File: config.mk
export PLATFORM = sky130hd
export DESIGN_NAME = mult_div_unit_flat
export DESIGN_NICKNAME = d
export VERILOG_FILES = /design/src/rtl/mult_div_unit_if.sv /design/src/rtl/mult_div_unit.sv /design/src/flat_wrapper.sv
export SDC_FILE = /design/constraint.sdc
export NUM_CORES = 1
export LEC_CHECK = 0
export CAP_MARGIN = 25
export CORE_MARGIN = 4
export CORE_UTILIZATION = 45
export CTS_CLUSTER_DIAMETER = 40
export DETAILED_ROUTE_END_ITERATION = 16
export DONT_BUFFER_PORTS = 1
export SKIP_CTS_REPAIR_TIMING = 1
export SLEW_MARGIN = 40
export SYNTH_ARGS = -nofsm -noshare
export SYNTH_HDL_FRONTEND = slang
export SYNTH_SLANG_ARGS = --single-unit
File: constraint.sdc
create_clock -name clock -period 6.9 [get_ports clock]
set_input_delay 1.38 -clock clock [delete_from_list [all_inputs] [get_ports clock]]
set_output_delay 1.38 -clock clock [all_outputs]
set_load 0.1 [all_outputs]
File: src/rtl/mult_div_unit_if.sv
// mult_div_unit_if: request/result bundle between the main control FSM and
// the multiply/divide engine.
//   Start, Op, A, B          : request (driven by master)
//   Busy, Done, DivZero      : status (driven by slave)
//   Hi, Lo                   : HI/LO result registers (driven by slave)
interface mult_div_unit_if #(
    parameter int WIDTH = 32
);
    logic             Start;
    logic             Op;
    logic [WIDTH-1:0] A;
    logic [WIDTH-1:0] B;
    logic             Busy;
    logic             Done;
    logic             DivZero;
    logic [WIDTH-1:0] Hi;
    logic [WIDTH-1:0] Lo;

    modport master (
        output Start, Op, A, B,
        input  Busy, Done, DivZero, Hi, Lo
    );

    modport slave (
        input  Start, Op, A, B,
        output Busy, Done, DivZero, Hi, Lo
    );
endinterface

File: src/rtl/mult_div_unit.sv
// mult_div_unit: multicycle signed multiply/divide engine producing HI/LO.
//   clock        : system clock, rising edge
//   reset        : synchronous active-high reset
//   bus.Start    : launch request, sampled only in IDLE
//   bus.Op       : 0 = signed mult, 1 = signed div
//   bus.A/B      : rs/rt operands (multiplicand/dividend, multiplier/divisor)
//   bus.Busy     : high in every state except IDLE
//   bus.Done     : one-cycle pulse, HI/LO valid
//   bus.DivZero  : one-cycle pulse with Done for div by zero
//   bus.Hi/Lo    : HI (upper product / remainder), LO (lower product / quotient)
module mult_div_unit #(
    parameter int WIDTH = 32
) (
    input logic            clock,
    input logic            reset,
    mult_div_unit_if.slave bus
);
    localparam int CW = (WIDTH > 1) ? $clog2(WIDTH) : 1;
    localparam logic [CW-1:0] LAST = CW'(WIDTH - 1);

    typedef enum logic [2:0] {IDLE, MULT, DIV, FIX, DONE} state_t;

    state_t             state_q, state_d;
    logic [CW-1:0]      cnt_q, cnt_d;
    logic [WIDTH-1:0]   a_mag_q, a_mag_d;
    logic [WIDTH-1:0]   b_mag_q, b_mag_d;
    logic               sign_a_q, sign_a_d;
    logic               sign_b_q, sign_b_d;
    logic               op_q, op_d;
    logic               divzero_q, divzero_d;
    logic [2*WIDTH-1:0] acc_q, acc_d;
    logic [WIDTH-1:0]   hi_q, hi_d;
    logic [WIDTH-1:0]   lo_q, lo_d;

    logic [WIDTH-1:0]   a_abs, b_abs;
    logic [WIDTH:0]     mul_sum;
    logic [WIDTH:0]     rem_sh, rem_diff;
    logic [WIDTH-1:0]   rem_next;
    logic [2*WIDTH-1:0] prod_fix;
    logic [WIDTH-1:0]   quo, rem;

    assign a_abs = bus.A[WIDTH-1] ? -bus.A : bus.A;
    assign b_abs = bus.B[WIDTH-1] ? -bus.B : bus.B;

    // Shift-add: acc = {partial product, remaining multiplier bits}.
    assign mul_sum = {1'b0, acc_q[2*WIDTH-1:WIDTH]}
                   + (acc_q[0] ? {1'b0, a_mag_q} : {(WIDTH+1){1'b0}});

    // Restoring divide: acc = {partial remainder, dividend bits / quotient bits}.
    // A borrow out of the trial subtraction keeps the shifted remainder.
    assign rem_sh   = {acc_q[2*WIDTH-1:WIDTH], acc_q[WIDTH-1]};
    assign rem_diff = rem_sh - {1'b0, b_mag_q};
    assign rem_next = rem_diff[WIDTH] ? rem_sh[WIDTH-1:0] : rem_diff[WIDTH-1:0];

    assign quo      = acc_q[WIDTH-1:0];
    assign rem      = acc_q[2*WIDTH-1:WIDTH];
    assign prod_fix = (sign_a_q ^ sign_b_q) ? -acc_q : acc_q;

    always_comb begin
        state_d   = state_q;
        cnt_d     = cnt_q;
        a_mag_d   = a_mag_q;
        b_mag_d   = b_mag_q;
        sign_a_d  = sign_a_q;
        sign_b_d  = sign_b_q;
        op_d      = op_q;
        divzero_d = divzero_q;
        acc_d     = acc_q;
        hi_d      = hi_q;
        lo_d      = lo_q;

        case (state_q)
            IDLE: begin
                if (bus.Start) begin
                    a_mag_d   = a_abs;
                    b_mag_d   = b_abs;
                    sign_a_d  = bus.A[WIDTH-1];
                    sign_b_d  = bus.B[WIDTH-1];
                    op_d      = bus.Op;
                    cnt_d     = '0;
                    divzero_d = bus.Op && (bus.B == '0);
                    if (!bus.Op) begin
                        acc_d   = {{WIDTH{1'b0}}, b_abs};
                        state_d = MULT;
                    end else if (bus.B == '0) begin
                        state_d = DONE;
                    end else begin
                        acc_d   = {{WIDTH{1'b0}}, a_abs};
                        state_d = DIV;
                    end
                end
            end
            MULT: begin
                acc_d = {mul_sum, acc_q[WIDTH-1:1]};
                cnt_d = cnt_q + CW'(1);
                if (cnt_q == LAST) begin
                    cnt_d   = '0;
                    state_d = FIX;
                end
            end
            DIV: begin
                acc_d = {rem_next, acc_q[WIDTH-2:0], ~rem_diff[WIDTH]};
                cnt_d = cnt_q + CW'(1);
                if (cnt_q == LAST) begin
                    cnt_d   = '0;
                    state_d = FIX;
                end
            end
            FIX: begin
                // Sign correction feeds HI/LO directly on the edge entering DONE.
                if (!op_q) begin
                    {hi_d, lo_d} = prod_fix;
                end else begin
                    lo_d = (sign_a_q ^ sign_b_q) ? -quo : quo;
                    hi_d = sign_a_q ? -rem : rem;
                end
                state_d = DONE;
            end
            DONE: begin
                state_d = IDLE;
            end
            default: begin
                state_d = IDLE;
            end
        endcase
    end

    always_ff @(posedge clock) begin
        if (reset) begin
            state_q   <= IDLE;
            cnt_q     <= '0;
            a_mag_q   <= '0;
            b_mag_q   <= '0;
            sign_a_q  <= 1'b0;
            sign_b_q  <= 1'b0;
            op_q      <= 1'b0;
            divzero_q <= 1'b0;
            acc_q     <= '0;
            hi_q      <= '0;
            lo_q      <= '0;
        end else begin
            state_q   <= state_d;
            cnt_q     <= cnt_d;
            a_mag_q   <= a_mag_d;
            b_mag_q   <= b_mag_d;
            sign_a_q  <= sign_a_d;
            sign_b_q  <= sign_b_d;
            op_q      <= op_d;
            divzero_q <= divzero_d;
            acc_q     <= acc_d;
            hi_q      <= hi_d;
            lo_q      <= lo_d;
        end
    end

    assign bus.Busy    = (state_q != IDLE);
    assign bus.Done    = (state_q == DONE);
    assign bus.DivZero = (state_q == DONE) && divzero_q;
    assign bus.Hi      = hi_q;
    assign bus.Lo      = lo_q;
endmodule

File: src/flat_wrapper.sv
// flat-port wrapper written by rule: the top's interface ports become plain ports
module mult_div_unit_flat 
#(
    parameter int WIDTH = 32
)
  (clock, reset, bus_Start, bus_Op, bus_A, bus_B, bus_Busy, bus_Done, bus_DivZero, bus_Hi, bus_Lo);
  mult_div_unit_if #(.WIDTH(WIDTH)) bus_i ();
  input logic clock;
  input logic reset;
  input wire logic [$bits(bus_i.Start)-1:0] bus_Start;
  input wire logic [$bits(bus_i.Op)-1:0] bus_Op;
  input wire logic [$bits(bus_i.A)-1:0] bus_A;
  input wire logic [$bits(bus_i.B)-1:0] bus_B;
  output wire logic [$bits(bus_i.Busy)-1:0] bus_Busy;
  output wire logic [$bits(bus_i.Done)-1:0] bus_Done;
  output wire logic [$bits(bus_i.DivZero)-1:0] bus_DivZero;
  output wire logic [$bits(bus_i.Hi)-1:0] bus_Hi;
  output wire logic [$bits(bus_i.Lo)-1:0] bus_Lo;
  assign bus_i.Start = bus_Start;
  assign bus_i.Op = bus_Op;
  assign bus_i.A = bus_A;
  assign bus_i.B = bus_B;
  assign bus_Busy = bus_i.Busy;
  assign bus_Done = bus_i.Done;
  assign bus_DivZero = bus_i.DivZero;
  assign bus_Hi = bus_i.Hi;
  assign bus_Lo = bus_i.Lo;
  mult_div_unit #(.WIDTH(WIDTH)) u_core (.clock(clock), .reset(reset), .bus(bus_i));
endmodule
==> reports/metrics.yaml <==
drt_pre_antenna_iters: 11
switching_share: 0.483
power_frac_comb: 0.481
placed_cell_area_um2: 14800
boundaryPins: 135
drive_above_1_share: 0.102
dp_cells: 2192
globalRoute.totalOverflow: 0
worst_r2r_path_depth: 15
cts-buffers-inserted: 38
yosys_register_bits: 204
final_period_utilization: 0.661
leakage_nw: 6.32
initial_core_util: 0.460
worst_slew_margin_rel: 0.422
max_fo_critical_path: 38
worst-slew-pin-transition_ns: 0.859
power_per_cell_area_nw_per_um2: 519
antenna_found_initial: 0
hold_path_origin: "u_core.divzero_q"
clkTransAtPathRegs_ns: 0.05
timing.final.setup_violations: 0
setup_total_negative_slack_ns: 0
worst_ep_arrival_time_ns: 4.94
status: "completed"
via_per_inst: 6.08
finClkSkew_ns: 0.0231
fmax_ghz: 0.219
num_rows: 65
synthTopCellsByArea: "dfxtp_1 28%, a211oi_1 6.5%, ha_1 6.0%"
power_frac_clock: 0.230
critical_path.startpoint_type: "register"
via_count_of_the_first_global_routing_pass: 12900
wl_per_cell_um: 21.6
power.net_switching_mw: 4.06
place.port_buffers: 0
grt_start_max_net_pins: 210
timing.hold.worst_path_depth: 2
clock_tree_from_tritoncts: "built"
globalRouteTotalUtil: 0.261
post-route-drc-count: 0
worstReg2RegStart: "u_core.acc_q[31]"
crit_required_ns: 7.28
synth_area_leader_cell: "dfxtp_1"
crit_path_end_kind: "register"
sequential_share_of_the_synthesized_area: 0.279
cts_num_sinks: 204
timing_worst_setup_path_type: "reg2reg"
synth_edf_count: 0
dieHeight_um: 188
synth_cell_types: 78
htree_num_levels: 2
postSynth.topFlopCell: "dfxtp_1"
placeableCoreArea_um2: 31800
dp_hpwl_mm: 36.3
cell_with_the_most_instances_after_synthesis: "nor2_1"
syn2layout_area_growth_pct: 10.8
area_fraction_of_the_dominant_cell_type_after_synthesis: 0.279
mappedNetlistArea_um2: 14600
ctsLongestPathBuffers: 3
antenna_violating_nets_left: 0
asyncSetResetFlopFracSynth: 0
cap_viol_max_count: 0
num_vias: 13700
final_area_um2: 16200
internal_power_mw: 4.34
synth_fp_nets: 2025
finalPower_mw: 8.40
report.final.hold_viol_count: 0
worstSkewPairLatency_ns: 0.52
hold_class: "reg2reg"
die_area_um2: 35400
grt_pass1_wl_mm: 74.2
place_worst_setup_slack_ns: 2.20
wirelength_mm: 48.7
ys_top_cells_by_count: "232 x nor2_1, 204 x dfxtp_1, 144 x nand2_1, 126 x a211oi_1, 121 x a21oi_1"
setup_slack_ns: 2.34
fillCellCount: 3128
power.sequential.fraction: 0.289
grt_setup_unrepaired: "false"
crit_start: "u_core.acc_q[31]"
synthesis.instances: 1885
floorplan.die.width_um: 188
final_wtd_congestion: 0.917
irDropWorstVdd_mv: 0.236
antenna_cells_inserted: 0
yosysWarnings: 0
maxSlewViolCount: 0
finish.net_count: 1937
synth.avg_cell_area_um2: 7.75
timing.final.crit_period_ns: 4.56
finalNonFillerCells: 2261
drt-initial-drc-count: 1215
root_buffer: "clkbuf_16"
==> kinds of logic (layout without fill, tap and decap cells) <==
kind of cell | Yosys count | in the layout | share of synthesized area
compound gates | 590 | 590 | 0.274
xor+xnor | 166 | 166 | 0.0995
fa+ha+maj | 72 | 72 | 0.0627
buf+inv | 200 | 141 | 0.0531
flops | 204 | 204 | 0.279
mux | 42 | 42 | 0.0298
simple gates | 611 | 611 | 0.201
==> per-layer routing <==
layer	up-vias	global-route usage	wire (um)
met1	6416	0.354	21200
li1	6739	-	-
met3	98	0.0472	3760
met5	-	0	0
met2	493	0.417	22000
met4	0	0.0937	1790
==> power groups by stage <==
stage / Combinational [mW] / Clock [mW] / Sequential [mW]
floorplan: 3.25 / 0 / 2.12
global placement: 3.95 / 0 / 2.40
detailed placement: 3.99 / 0 / 2.43
CTS: 4.01 / 1.96 / 2.41
global route: 4.43 / 2.02 / 2.46
finish: 4.04 / 1.93 / 2.43
==> sequential cells by signal, indices dropped and copies added (netlist names) <==
name              flops
u_core.a_mag_q       32
u_core.acc_q         64
u_core.b_mag_q       32
u_core.bus.Hi        32
u_core.bus.Lo        32
u_core.cnt_q          5
u_core.divzero_q      1
u_core.op_q           1
u_core.sign_a_q       1
u_core.sign_b_q       1
u_core.state_q        3
==> final timing paths <==
path                                          to  slack, ns
worst max register to register  u_core.acc_q[41]       2.34
worst max-delay path            u_core.acc_q[41]       2.34
worst min register to register  u_core.divzero_q       0.45
worst min-delay path            u_core.divzero_q       0.45
==> worst max-delay path: stages, from the launching register on <==
cell and delay (ns):
dfxtp_1 0.41, inv_1 0.17, ha_1 0.23, inv_1 0.07
fa_1 0.42, a211oi_1 0.25, o21ai_1 0.20, o2111ai_1 0.38
and4b_1 0.32, o21ai_1 0.22, o2111ai_1 0.27, o311a_1 0.20
buf_4 0.45, mux2_2 0.40, a222oi_1 0.33, nor2_1 0.07
==> final cells by class <==
cell class,count,area (um2),share of cell area
Clock buffer,48,1070,0.0661
Clock inverter,21,275,0.0170
Inverter,59,221,0.0137
Multi-Input combinational cell,1481,9800,0.605
Sequential cell,204,4160,0.257
Tap cell,435,544,0.0336
Timing Repair Buffer,13,114,0.00703
==> layout by cell type, fill, tap and decap left out, types with 24 or more instances in the layout <==
master and count:
a211oi_1 126, a21o_1 33, a21oi_1 121, a222oi_1 37
and2_1 36, clkbuf_16 39, dfxtp_1 140, dfxtp_2 64
ha_1 70, inv_1 58, mux2i_1 30, nand2_1 144
nand3_1 27, nor2_1 231, nor3_1 34, o21ai_0 95
o31ai_1 24, or3_1 26, xnor2_1 84, xor2_1 82
==> metrics by stage <==
stage	utilization	hold slack (ns)
finish	0.509	0.446
global route	0.509	0.461
CTS	0.509	0.446
detailed placement	0.467	0.439
global placement	0.463	0.436
floorplan	-	0.428
(Power assumes the default switching activity.)
